===== src/rtl/preproc_pix_streamer.sv =====
// Raster frame reader: scans pixel memory out as a valid/pixel stream with SOF/EOL tags.
// Build option: PIXSTREAM_TESTPAT_EN adds a (x+y) diagonal ramp selected by tpat_sel.
module preproc_pix_streamer #(
  parameter int IMG_W  = 640,
  parameter int IMG_H  = 480,
  parameter int ADDR_W = 19,
  parameter int HBLANK = 4
) (
  input  logic              clk,
  input  logic              rst,
  input  logic              start,
  input  logic              tpat_sel,
  output logic              busy,
  output logic              done,
  output logic              mem_rd_en,
  output logic [ADDR_W-1:0] mem_addr,
  input  logic [7:0]        mem_rdata,
  output logic              o_vld,
  output logic [7:0]        o_pix,
  output logic              o_sof,
  output logic              o_eol
);

  localparam int XW = (IMG_W > 1) ? $clog2(IMG_W) : 1;
  localparam int YW = (IMG_H > 1) ? $clog2(IMG_H) : 1;
  localparam int HW = (HBLANK > 1) ? $clog2(HBLANK) : 1;

  typedef enum logic [1:0] {
    S_IDLE,
    S_LINE,
    S_HBL,
    S_DRAIN
  } state_t;

  state_t            r_state;
  logic [XW-1:0]     r_x;
  logic [YW-1:0]     r_y;
  logic [ADDR_W-1:0] r_addr;
  logic [HW-1:0]     r_hcnt;
  logic              r_dcnt;
  logic              r_act;
  logic              r_rd_en;
  logic              r_busy;
  logic              r_done;

  logic              r_s1_vld;
  logic              r_s1_sof;
  logic              r_s1_eol;
  logic              r_vld;
  logic [7:0]        r_pix;
  logic              r_sof;
  logic              r_eol;

  logic              w_xlast;
  logic              w_ylast;
  logic              w_rd_idle;
  logic              w_rd_run;
  logic [7:0]        w_pix;

  assign w_xlast = (r_x == XW'(IMG_W - 1));
  assign w_ylast = (r_y == YW'(IMG_H - 1));

`ifdef PIXSTREAM_TESTPAT_EN
  logic       r_tpat;
  logic       r_s1_tpat;
  logic [7:0] r_s1_ramp;

  assign w_rd_idle = ~tpat_sel;
  assign w_rd_run  = ~r_tpat;
  assign w_pix     = r_s1_tpat ? r_s1_ramp : mem_rdata;

  always_ff @(posedge clk) begin
    if (rst) begin
      r_tpat    <= 1'b0;
      r_s1_tpat <= 1'b0;
      r_s1_ramp <= 8'h00;
    end else begin
      if (r_state == S_IDLE && start)
        r_tpat <= tpat_sel;
      r_s1_tpat <= r_tpat;
      r_s1_ramp <= 8'(r_x) + 8'(r_y);
    end
  end
`else
  logic w_unused;

  assign w_unused  = tpat_sel;
  assign w_rd_idle = 1'b1;
  assign w_rd_run  = 1'b1;
  assign w_pix     = mem_rdata;
`endif

  always_ff @(posedge clk) begin
    if (rst) begin
      r_state <= S_IDLE;
      r_x     <= '0;
      r_y     <= '0;
      r_addr  <= '0;
      r_hcnt  <= '0;
      r_dcnt  <= 1'b0;
      r_act   <= 1'b0;
      r_rd_en <= 1'b0;
      r_busy  <= 1'b0;
      r_done  <= 1'b0;
    end else begin
      r_done <= 1'b0;
      unique case (r_state)
        S_IDLE: begin
          if (start) begin
            r_state <= S_LINE;
            r_x     <= '0;
            r_y     <= '0;
            r_addr  <= '0;
            r_act   <= 1'b1;
            r_rd_en <= w_rd_idle;
            r_busy  <= 1'b1;
          end
        end
        S_LINE: begin
          r_addr <= r_addr + ADDR_W'(1);
          if (w_xlast) begin
            r_x <= '0;
            r_y <= r_y + YW'(1);
            if (w_ylast) begin
              r_state <= S_DRAIN;
              r_dcnt  <= 1'b0;
              r_act   <= 1'b0;
              r_rd_en <= 1'b0;
            end else if (HBLANK > 0) begin
              r_state <= S_HBL;
              r_hcnt  <= '0;
              r_act   <= 1'b0;
              r_rd_en <= 1'b0;
            end
          end else begin
            r_x <= r_x + XW'(1);
          end
        end
        S_HBL: begin
          if (r_hcnt == HW'(HBLANK - 1)) begin
            r_state <= S_LINE;
            r_act   <= 1'b1;
            r_rd_en <= w_rd_run;
          end else begin
            r_hcnt <= r_hcnt + HW'(1);
          end
        end
        S_DRAIN: begin
          // two cycles let the last read reach the output register
          if (r_dcnt) begin
            r_state <= S_IDLE;
            r_busy  <= 1'b0;
            r_done  <= 1'b1;
          end else begin
            r_dcnt <= 1'b1;
          end
        end
        default: r_state <= S_IDLE;
      endcase
    end
  end

  always_ff @(posedge clk) begin
    if (rst) begin
      r_s1_vld <= 1'b0;
      r_s1_sof <= 1'b0;
      r_s1_eol <= 1'b0;
      r_vld    <= 1'b0;
      r_pix    <= 8'h00;
      r_sof    <= 1'b0;
      r_eol    <= 1'b0;
    end else begin
      r_s1_vld <= r_act;
      r_s1_sof <= r_act & (r_x == '0) & (r_y == '0);
      r_s1_eol <= r_act & w_xlast;
      r_vld    <= r_s1_vld;
      r_pix    <= r_s1_vld ? w_pix : 8'h00;
      r_sof    <= r_s1_sof;
      r_eol    <= r_s1_eol;
    end
  end

  assign busy      = r_busy;
  assign done      = r_done;
  assign mem_rd_en = r_rd_en;
  assign mem_addr  = r_addr;
  assign o_vld     = r_vld;
  assign o_pix     = r_pix;
  assign o_sof     = r_sof;
  assign o_eol     = r_eol;

endmodule


===== config.mk =====
export PLATFORM = sky130hd
export DESIGN_NAME = preproc_pix_streamer
export DESIGN_NICKNAME = d
export VERILOG_FILES = /design/src/rtl/preproc_pix_streamer.sv
export SDC_FILE = /design/constraint.sdc
export NUM_CORES = 1
export LEC_CHECK = 0
export CORE_MARGIN = 3
export CORE_UTILIZATION = 48
export CTS_BUF_LIST = sky130_fd_sc_hd__clkbuf_8 sky130_fd_sc_hd__clkbuf_16
export DETAILED_ROUTE_END_ITERATION = 6
export PLACE_DENSITY = 0.74
export SYNTH_ARGS = -nofsm -noshare
export SYNTH_HDL_FRONTEND = slang
export SYNTH_SLANG_ARGS = --single-unit

===== constraint.sdc =====
create_clock -name clk -period 1.9 [get_ports clk]
set_clock_uncertainty 0.15 [all_clocks]
set_input_delay 0.475 -clock clk [delete_from_list [all_inputs] [get_ports clk]]
set_output_delay 0.475 -clock clk [all_outputs]
set_load 0.005 [all_outputs]

== Word-level counts from Yosys, hierarchy flattened ==
Cells that the tools add are included.
Operators by class
  add/subtract/negate cells: 4
  equal/unequal tests: 13
  mux-type cells: 28
  bitwise logic cells: 5
  reduce and logical (&&, ||, !) cells: 17
Operators with widths (count)
  19-bit one-hot mux with 2 select lines: 1
  10-bit two-way mux: 2
  10-bit one-hot mux with 2 select lines: 1
  19-bit by 1-bit adder with 19-bit output (second input constant): 1
  19-bit two-way mux: 1
  9-bit two-way mux: 2
  9-bit one-hot mux with 2 select lines: 1
  2-bit two-way mux: 7
  2-bit != test (second input constant): 7
  4-bit AND reduction: 3
  10-bit by 1-bit adder with 10-bit output (second input constant): 1
  10-bit == test (second input constant): 1
  10-bit zero test: 1
  9-bit by 1-bit adder with 9-bit output (second input constant): 1
  9-bit == test (second input constant): 1
  9-bit zero test: 1
  3-bit AND reduction: 3
  1-bit two-way mux: 8
  2-bit one-hot mux with 4 select lines: 1
  2-bit nonzero test: 4
  2-bit == test (second input constant): 3
  1-bit one-hot mux with 2 select lines: 2
  2-bit one-hot mux with 2 select lines: 1
  2-bit OR reduction: 2
  8 further kinds: 11
Storage, ports and cells
  bits in registers: 60
  output and inout bits: 33
  word-level logic and storage cells: 83

== Logic depth before layout (Yosys ltp) ==
Gate-level depths: netlist (run 1).
  word-level depth: 4
  depth in mapped cells: 7
  depth with buffers taken out: 5

== Worst setup path before layout (run 1) ==
No wires, ideal clock.
  kind: input-to-reg
  from: in start
  to: reg r_y[8]
  library setup time: 0.122 ns
  arrival time: 1.506 ns
  data required time: 1.628 ns
  slack: 0.122 ns
  stages on the path: 5
  cells stage by stage: or3b_1 clkbuf_1 nand2_1 a21oi_1 a221o_1
Between the ends
  longest elaborated chain between the ends: 2
RTL lines
  start: declaration: RTL line 11  | input logic start,
  2-bit != test (no line)
  3-bit AND reduction (no line)
  end signal: assignment: RTL line 123  | r_y <= r_y + YW'(1);
  end: declaration: RTL line 37  | logic [YW-1:0] r_y;
Every way passes these cells.
A chain may end at the register's enable or synchronous reset.

== Worst setup path after layout (run 1) ==
  from: reg r_addr[2] (netlist: mem_addr[2])
  to: out mem_addr[2]
RTL lines
  start: declaration: RTL line 38  | logic [ADDR_W-1:0] r_addr;
  start signal: assignment: RTL line 120  | r_addr <= r_addr + ADDR_W'(1);
  end: declaration: RTL line 16  | output logic [ADDR_W-1:0] mem_addr,
No word-level cell between the ends.

==> run metrics, run 1 <==
DR WL/cell 14.74 µm; Initial DRC Count between 200 and 250; crit end category output pin; Syn. warnings 0; clk sinks 60; CP top delay family buffers and inverters; routed wire length slightly below 7000 µm; Hold Crit Class reg2reg; Die Height 82.06 µm; Synth area leaders dfxtp_1 (43%), nand2_1 (4.3%), a21oi_1 (3.1%); Clock H-tree levels 3; gr usage total 21.04%; Yosys reg bits 60; Fin. Hold Viols 0; Post-synth EDFFs 0; register area share after synthesis roughly 43%; Core Box Area roughly 5500 µm²; most area-hungry cell type in the Yosys netlist dfxtp_1; Max VDD drop 0.5188 mV; Hold WS roughly 0.29 ns; clk root buf clkbuf_8; main flop type after synthesis dfxtp_1; asr flop ratio synth 0%; Std-Cell Rows 27; Setup Fix Bufs, Post-CTS 0; Pre-antenna DRT Iters 5; post-layout util slightly below 70%; # IOs 45; Leakage around 1.4 nW; CTS Buf Count 9; Max transition margin 71.55%; WP data arrival between 1 and 1.5 ns; post-synth cell types 57; CP max stage cell clkdlybuf4s50_1; GPL Wtd Cong 0.8638; post-route DRC violation count 0; worst-skew pair later-pin latency about 0.34 ns; vias between 2,000 and 3,000; Worst setup SP type flip-flop; Cell Chain, Critical Path clkdlybuf4s50_1; initial antenna violation count 0; worst slew pin tran ~0.43 ns; CP Max Fanout 7; period utilization roughly 98%; PortBufs between 40 and 50; vias in the first global route around 2,300; CP Class reg2out; Clock Tree Buf Depth 2; final setup fails 0; most frequent cells after synthesis dfxtp_1 (60), nand2_1 (32), nor2_1 (20); Syn Inst Count 312; DP Wirelength 4750 µm; clock-pin slew on the worst setup and hold paths ~0.07 ns; top achievable clock speed 537.5 MHz; DR vias/cell around 5.6; Die X around 82 µm; grt ovf 0; count leader, synth dfxtp_1; global-route wire length before repair 10,880 µm; post-synth top area share a little over two fifths; status finished, final reports clean; Mapped Nets 330; Power per Cell Area around 740 nW/µm²; antenna viol nets, final 0; die area around 6700 µm²; share of cells above drive strength 1 21.19%; area grow syn2layout 34.20%; slowest stage delay, CP about 0.52 ns; nets 400; crit path time final between 1.5 and 2 ns; max-cap violations 0; diode count 0; syn avg cell area 8.899 µm²; hold_buf cts 0; CP required approximately 1.3 ns; CP bufs+invs 1; area of the mapped netlist between 2000 and 3000 µm²; RSZ-0062 raised after global routing false; largest net degree at the start of global routing 25; CTS tree yes; initial core utilization roughly 50%; Final Max Slew Viols 0
==> area by class of cell <==
| type | instances | area [µm²] |
|---|---|---|
| Clock inverter | 6 | 78.83 |
| Multi-Input combinational cell | 225 | 1458 |
| Clock buffer | 10 | 137.6 |
| Inverter | 8 | 30.03 |
| Fill cell | 469 | 1814 |
| Tap cell | 72 | 90.09 |
| Timing Repair Buffer | 78 | 695.7 |
| Sequential cell | 60 | 1236 |
==> worst paths after layout <==
check | from | endpoint | slack [ns] | depth (start not counted)
setup / recovery | mem_addr[2]$_SDFFE_PP0P_ | mem_addr[2] | 0.04 | 1
hold / removal | r_s1_sof$_SDFF_PP0_ | o_sof$_SDFF_PP0_ | 0.29 | 1
setup reg to reg | r_x[9]$_SDFFE_PP0P_ | r_y[8]$_SDFFE_PP0P_ | 0.09 | 4
hold reg to reg | r_s1_sof$_SDFF_PP0_ | o_sof$_SDFF_PP0_ | 0.29 | 1
==> cells in the final DEF, fill, tap and decap left out, types with 9 or more instances in the layout <==
| cell | synthesis | layout |
|---|---|---|
| and4_1 | 9 | 9 |
| clkbuf_8 | 0 | 10 |
| nand2_1 | 32 | 32 |
| dfxtp_2 | 0 | 10 |
| dfxtp_1 | 60 | 44 |
| nor2_1 | 20 | 20 |
| nand3_1 | 13 | 13 |
| a21oi_1 | 17 | 17 |
| buf_4 | 3 | 35 |
| o21ai_0 | 13 | 13 |
| inv_1 | 8 | 9 |
| clkdlybuf4s50_1 | 0 | 42 |
| and2_1 | 11 | 11 |
| nand4_1 | 11 | 11 |
==> logic make-up (layout without fill, tap and decap cells) <==
kind of cell,after synthesis,count (layout),share of synthesized area [%]
muxes,6,6,2.343
xor gates and xnor gates,7,7,2.208
adders and majority gates,6,6,2.704
DFF,60,60,43.26
and+or+nand+nor,136,136,27.22
buffers and inverters,27,102,5.092
AOI/OAI and AO/OA,70,70,17.17
==> flip-flops by register name (all words and copies together) (netlist names) <==
register / cells
r_s1_sof: 1
o_eol: 1
r_s1_eol: 1
o_vld: 1
mem_rd_en: 1
o_pix: 8
r_s1_vld: 1
done: 1
r_state: 2
busy: 1
r_y: 9
r_hcnt: 2
o_sof: 1
r_x: 10
r_dcnt: 1
mem_addr: 19
==> per-layer routing <==
metal,global-route usage (%),vias to the layer above,wire (µm)
met2,30.29,96,3013
met1,28.84,1186,3133
met3,4.934,10,486
met5,0,-,0
li1,-,1286,-
met4,11.30,0,134
==> where the power goes <==
group | internal (mW) | leakage, nW | switching, mW
sequential | 1.27 | 0.495 | 0.0152
clock | 0.762 | 0.117 | 0.503
combinational | 0.114 | 0.789 | 0.108
total | 2.15 | 1.40 | 0.627
==> stage by stage <==
stage               instances  instance area [µm²]  setup WS [ns]  total power, mW  setup TNS [ns]
finish                    459                 3726        0.03940            2.774               0
global placement          443                 3448        -0.2921            1.537          -5.922
floorplan                 312                 2776         0.1220            1.420               0
global route              459                 3726      0.0009046            2.868               0
detailed placement        443                 3448        -0.3160            1.540          -6.270
CTS                       459                 3681        0.01070            2.793               0
==> what timing repair did <==
item / 4_1_cts / 5_1_grt
gates resized for setup: 13 / 14
setup endpoints to repair: 13 / 13
pin swaps: 0 / 0
(Power assumes the default switching activity.)
==> run 2, diff against run 1 <==
- CORE_UTILIZATION: 48 -> 50
- CTS_BUF_LIST: sky130_fd_sc_hd__clkbuf_8 sky130_fd_sc_hd__clkbuf_16 -> sky130_fd_sc_hd__clkbuf_8
- PLACE_DENSITY: 0.74 -> 0.76
- SETUP_SLACK_MARGIN: unset -> 0.4
==> run metrics, run 2 (synthesis results as in run 1) <==
hold depth 1 (unchanged); die area 6483 µm² (-3.7%); final instance count without filler cells 505 (+10%); RSZ-0062 raised after global routing true; Hold Crit Class reg2reg; clock-pin slew on the worst setup and hold paths 0.07 ns (about the same); # IOs 45 (unchanged); Die X 80.52 µm (-1.9%); diode count 0 (unchanged); share of cells above drive strength 1 54.02% (+33 points); post-layout util 84.57% (+17 points); Die Height 80.52 µm (-1.9%); grt ovf 0 (unchanged); routed wire length 10,110 µm (+49%); slowest stage delay, CP 0.37 ns (-0.15 ns); Leakage 1.825 nW (+30%); antenna viol nets, final 0 (unchanged); vias 3,156 (+22%); Final Max Slew Viols 0 (unchanged); Initial DRC Count 329 (+62%); Sw Pwr 0.7383 mW (+18%); WP data arrival 1.80 ns (+0.56 ns); worst hold start r_s1_sof$_SDFF_PP0_; total power 3.065 mW (+10%); PortBufs 43 (unchanged); CP Class reg2reg; Core Box Area 5238 µm² (-5.5%); r2r endpoint r_y[8]$_SDFFE_PP0P_; top achievable clock speed 578.9 MHz (+7.7%); Fin. Hold Viols 0 (unchanged); sequential share of power 41.6% (-4.7 points); clk root buf clkbuf_8; CTS Buf Count 9 (unchanged); clk sinks 60 (unchanged); status finished, final reports clean; DP Wirelength 4835 µm (+1.8%); Worst setup SP type flip-flop; CP max stage cell dfxtp_2; Max transition margin 66.14% (-5.4 points); Clock Tree Buf Depth 2 (unchanged); placed cell count 434 (-2.0%); initial core utilization 53.01% (+2.9 points); DR WL/cell 20.01 µm (+36%); most common library cell in the layout ignoring fill and taps buf_4; setup ws final 0.1726 ns (+0.1332 ns); critical path depth 5 (+4); Power per Cell Area 691.9 nW/µm² (-7.0%); post-route DRC violation count 0 (unchanged); largest net degree at the start of global routing 20 (-20%); clock share of power 47.9% (+2.3 points); period utilization 90.92% (-7.0 points); Std-Cell Rows 26 (-3.7%); area grow syn2layout 59.53%; worst slew pin tran 0.5033 ns (+0.07739 ns); crit path time final 1.727 ns (-0.1332 ns); global-route wire length before repair 13,360 µm (+23%); Cell Chain, Critical Path ha_4 > and4_4 > nand4_1 > and4_1 > a221o_1; max-cap violations 0 (unchanged); Min-Delay Endpoint o_sof$_SDFF_PP0_; Comb power frac 10.5% (+2.5 points); Net Sw Frac 24.09% (+1.5 points); Clock H-tree levels 3 (unchanged); reg2reg setup slack 0.17 ns (+0.08 ns); nets 448 (+12%); vias in the first global route 2,815 (+21%); CTS tree yes; CP Max Fanout 3 (-4); gr usage total 26.72% (+5.7 points); post-place setup slack -0.2924 ns (+0.02359 ns); most frequent cells in the layout buf_4 (64), nand2_1 (27), dfxtp_1 (23), clkbuf_2 (22), dfxtp_2 (20); DR vias/cell 6.250 (+11%); Pre-antenna DRT Iters 7 (+2); worst-skew pair later-pin latency 0.35 ns (about the same); GPL Wtd Cong 0.8966 (+3.8%); CP required 1.97 ns (+0.70 ns); crit end category flip-flop; R2R depth 5 (+1); final setup fails 0 (unchanged); Max VDD drop 0.5299 mV (+2.1%); initial antenna violation count 0 (unchanged); CP bufs+invs 0 (-1); Worst R2R Start r_y[0]$_SDFFE_PP0P_; CP top delay family simple AND/OR/NAND/NOR gates; max reg flops 19 (unchanged); Internal 2.326 mW (+8.4%)
[run 2: cell count changes in the layout (fill, tap and decap cells not counted), moves of 11 or more]
| cell | delta |
|---|---|
| clkdlybuf4s50_1 | -34 |
| buf_4 | +29 |
| clkbuf_2 | +22 |
| dfxtp_1 | -21 |
| buf_6 | +19 |
| dfxtp_4 | +11 |
[run 2: worst register-to-register path: stages, from the launching register on]
cell     delay (ns)
dfxtp_2        0.37
ha_4           0.15
and4_4         0.26
nand4_1        0.13
and4_1         0.27
a221o_1        0.28
[run 2: metal layers]
layer / wire, µm / GRT usage (%) / share of wire [%] / vias to the layer above
li1: - / - / - / 1399
met1: 3847 / 32.87 / 38 / 1481
met2: 4955 / 44.78 / 49 / 224
met3: 890 / 4.821 / 8.8 / 52
met4: 414 / 12.67 / 4.1 / 0
met5: 0 / 0 / 0 / -
[run 2: power by group through the flow]
| stage | combinational (mW) | sequential [mW] | clock, mW |
|---|---|---|---|
| 2_1_floorplan | 0.113 | 1.33 | 0 |
| 3_3_place_gp | 0.214 | 1.33 | 0 |
| 3_5_place_dp | 0.217 | 1.33 | 0 |
| 4_1_cts | 0.260 | 1.28 | 1.45 |
| 5_1_grt | 0.341 | 1.28 | 1.53 |
| 6_report | 0.322 | 1.28 | 1.47 |
[run 2: how the worst max path moves through the flow]
stage	to	slack, ns	from
4_1_cts	mem_addr[16]$_SDFFE_PP0P_	0.29	mem_addr[1]$_SDFFE_PP0P_
3_5_place_dp	r_y[8]$_SDFFE_PP0P_	-0.29	start
3_3_place_gp	r_y[8]$_SDFFE_PP0P_	-0.27	start
2_1_floorplan	r_y[6]$_SDFFE_PP0P_	0.22	rst
5_1_grt	mem_addr[10]$_SDFFE_PP0P_	0.13	mem_addr[0]$_SDFFE_PP0P_
6_report	r_y[8]$_SDFFE_PP0P_	0.17	r_y[0]$_SDFFE_PP0P_
[run 2: layout make-up]
class	count	area (µm²)
Timing Repair Buffer	125	959.7
Clock buffer	10	137.6
Tap cell	70	87.58
Fill cell	278	808.3
Clock inverter	6	111.4
Sequential cell	60	1290
Multi-Input combinational cell	226	1813
Inverter	8	30.03
[run 2: timing repair]
action	CTS	global route
hold buffers	0	0
cloned	1	1
resized for setup	168	82
endpoints found under the hold margin	0	0
setup buffers	38	15
pin swaps	21	20
setup endpoints to repair	87	72
[run 2: per-stage QoR]
step | TNS, ns | hold slack, ns | area (µm²)
finish | 0 | 0.2998 | 4429
global route | 0 | 0.3046 | 4429
CTS | 0 | 0.2900 | 4207
detailed placement | -6.000 | 0.2755 | 3478
global placement | -5.488 | 0.2644 | 3478
floorplan | 0 | 0.2638 | 2908
==> run 3, diff against run 2 <==
- SKIP_LAST_GASP: unset -> 1
==> results of run 3 <==
Same layout as run 2: the final DEF is identical, and so are final timing and power.
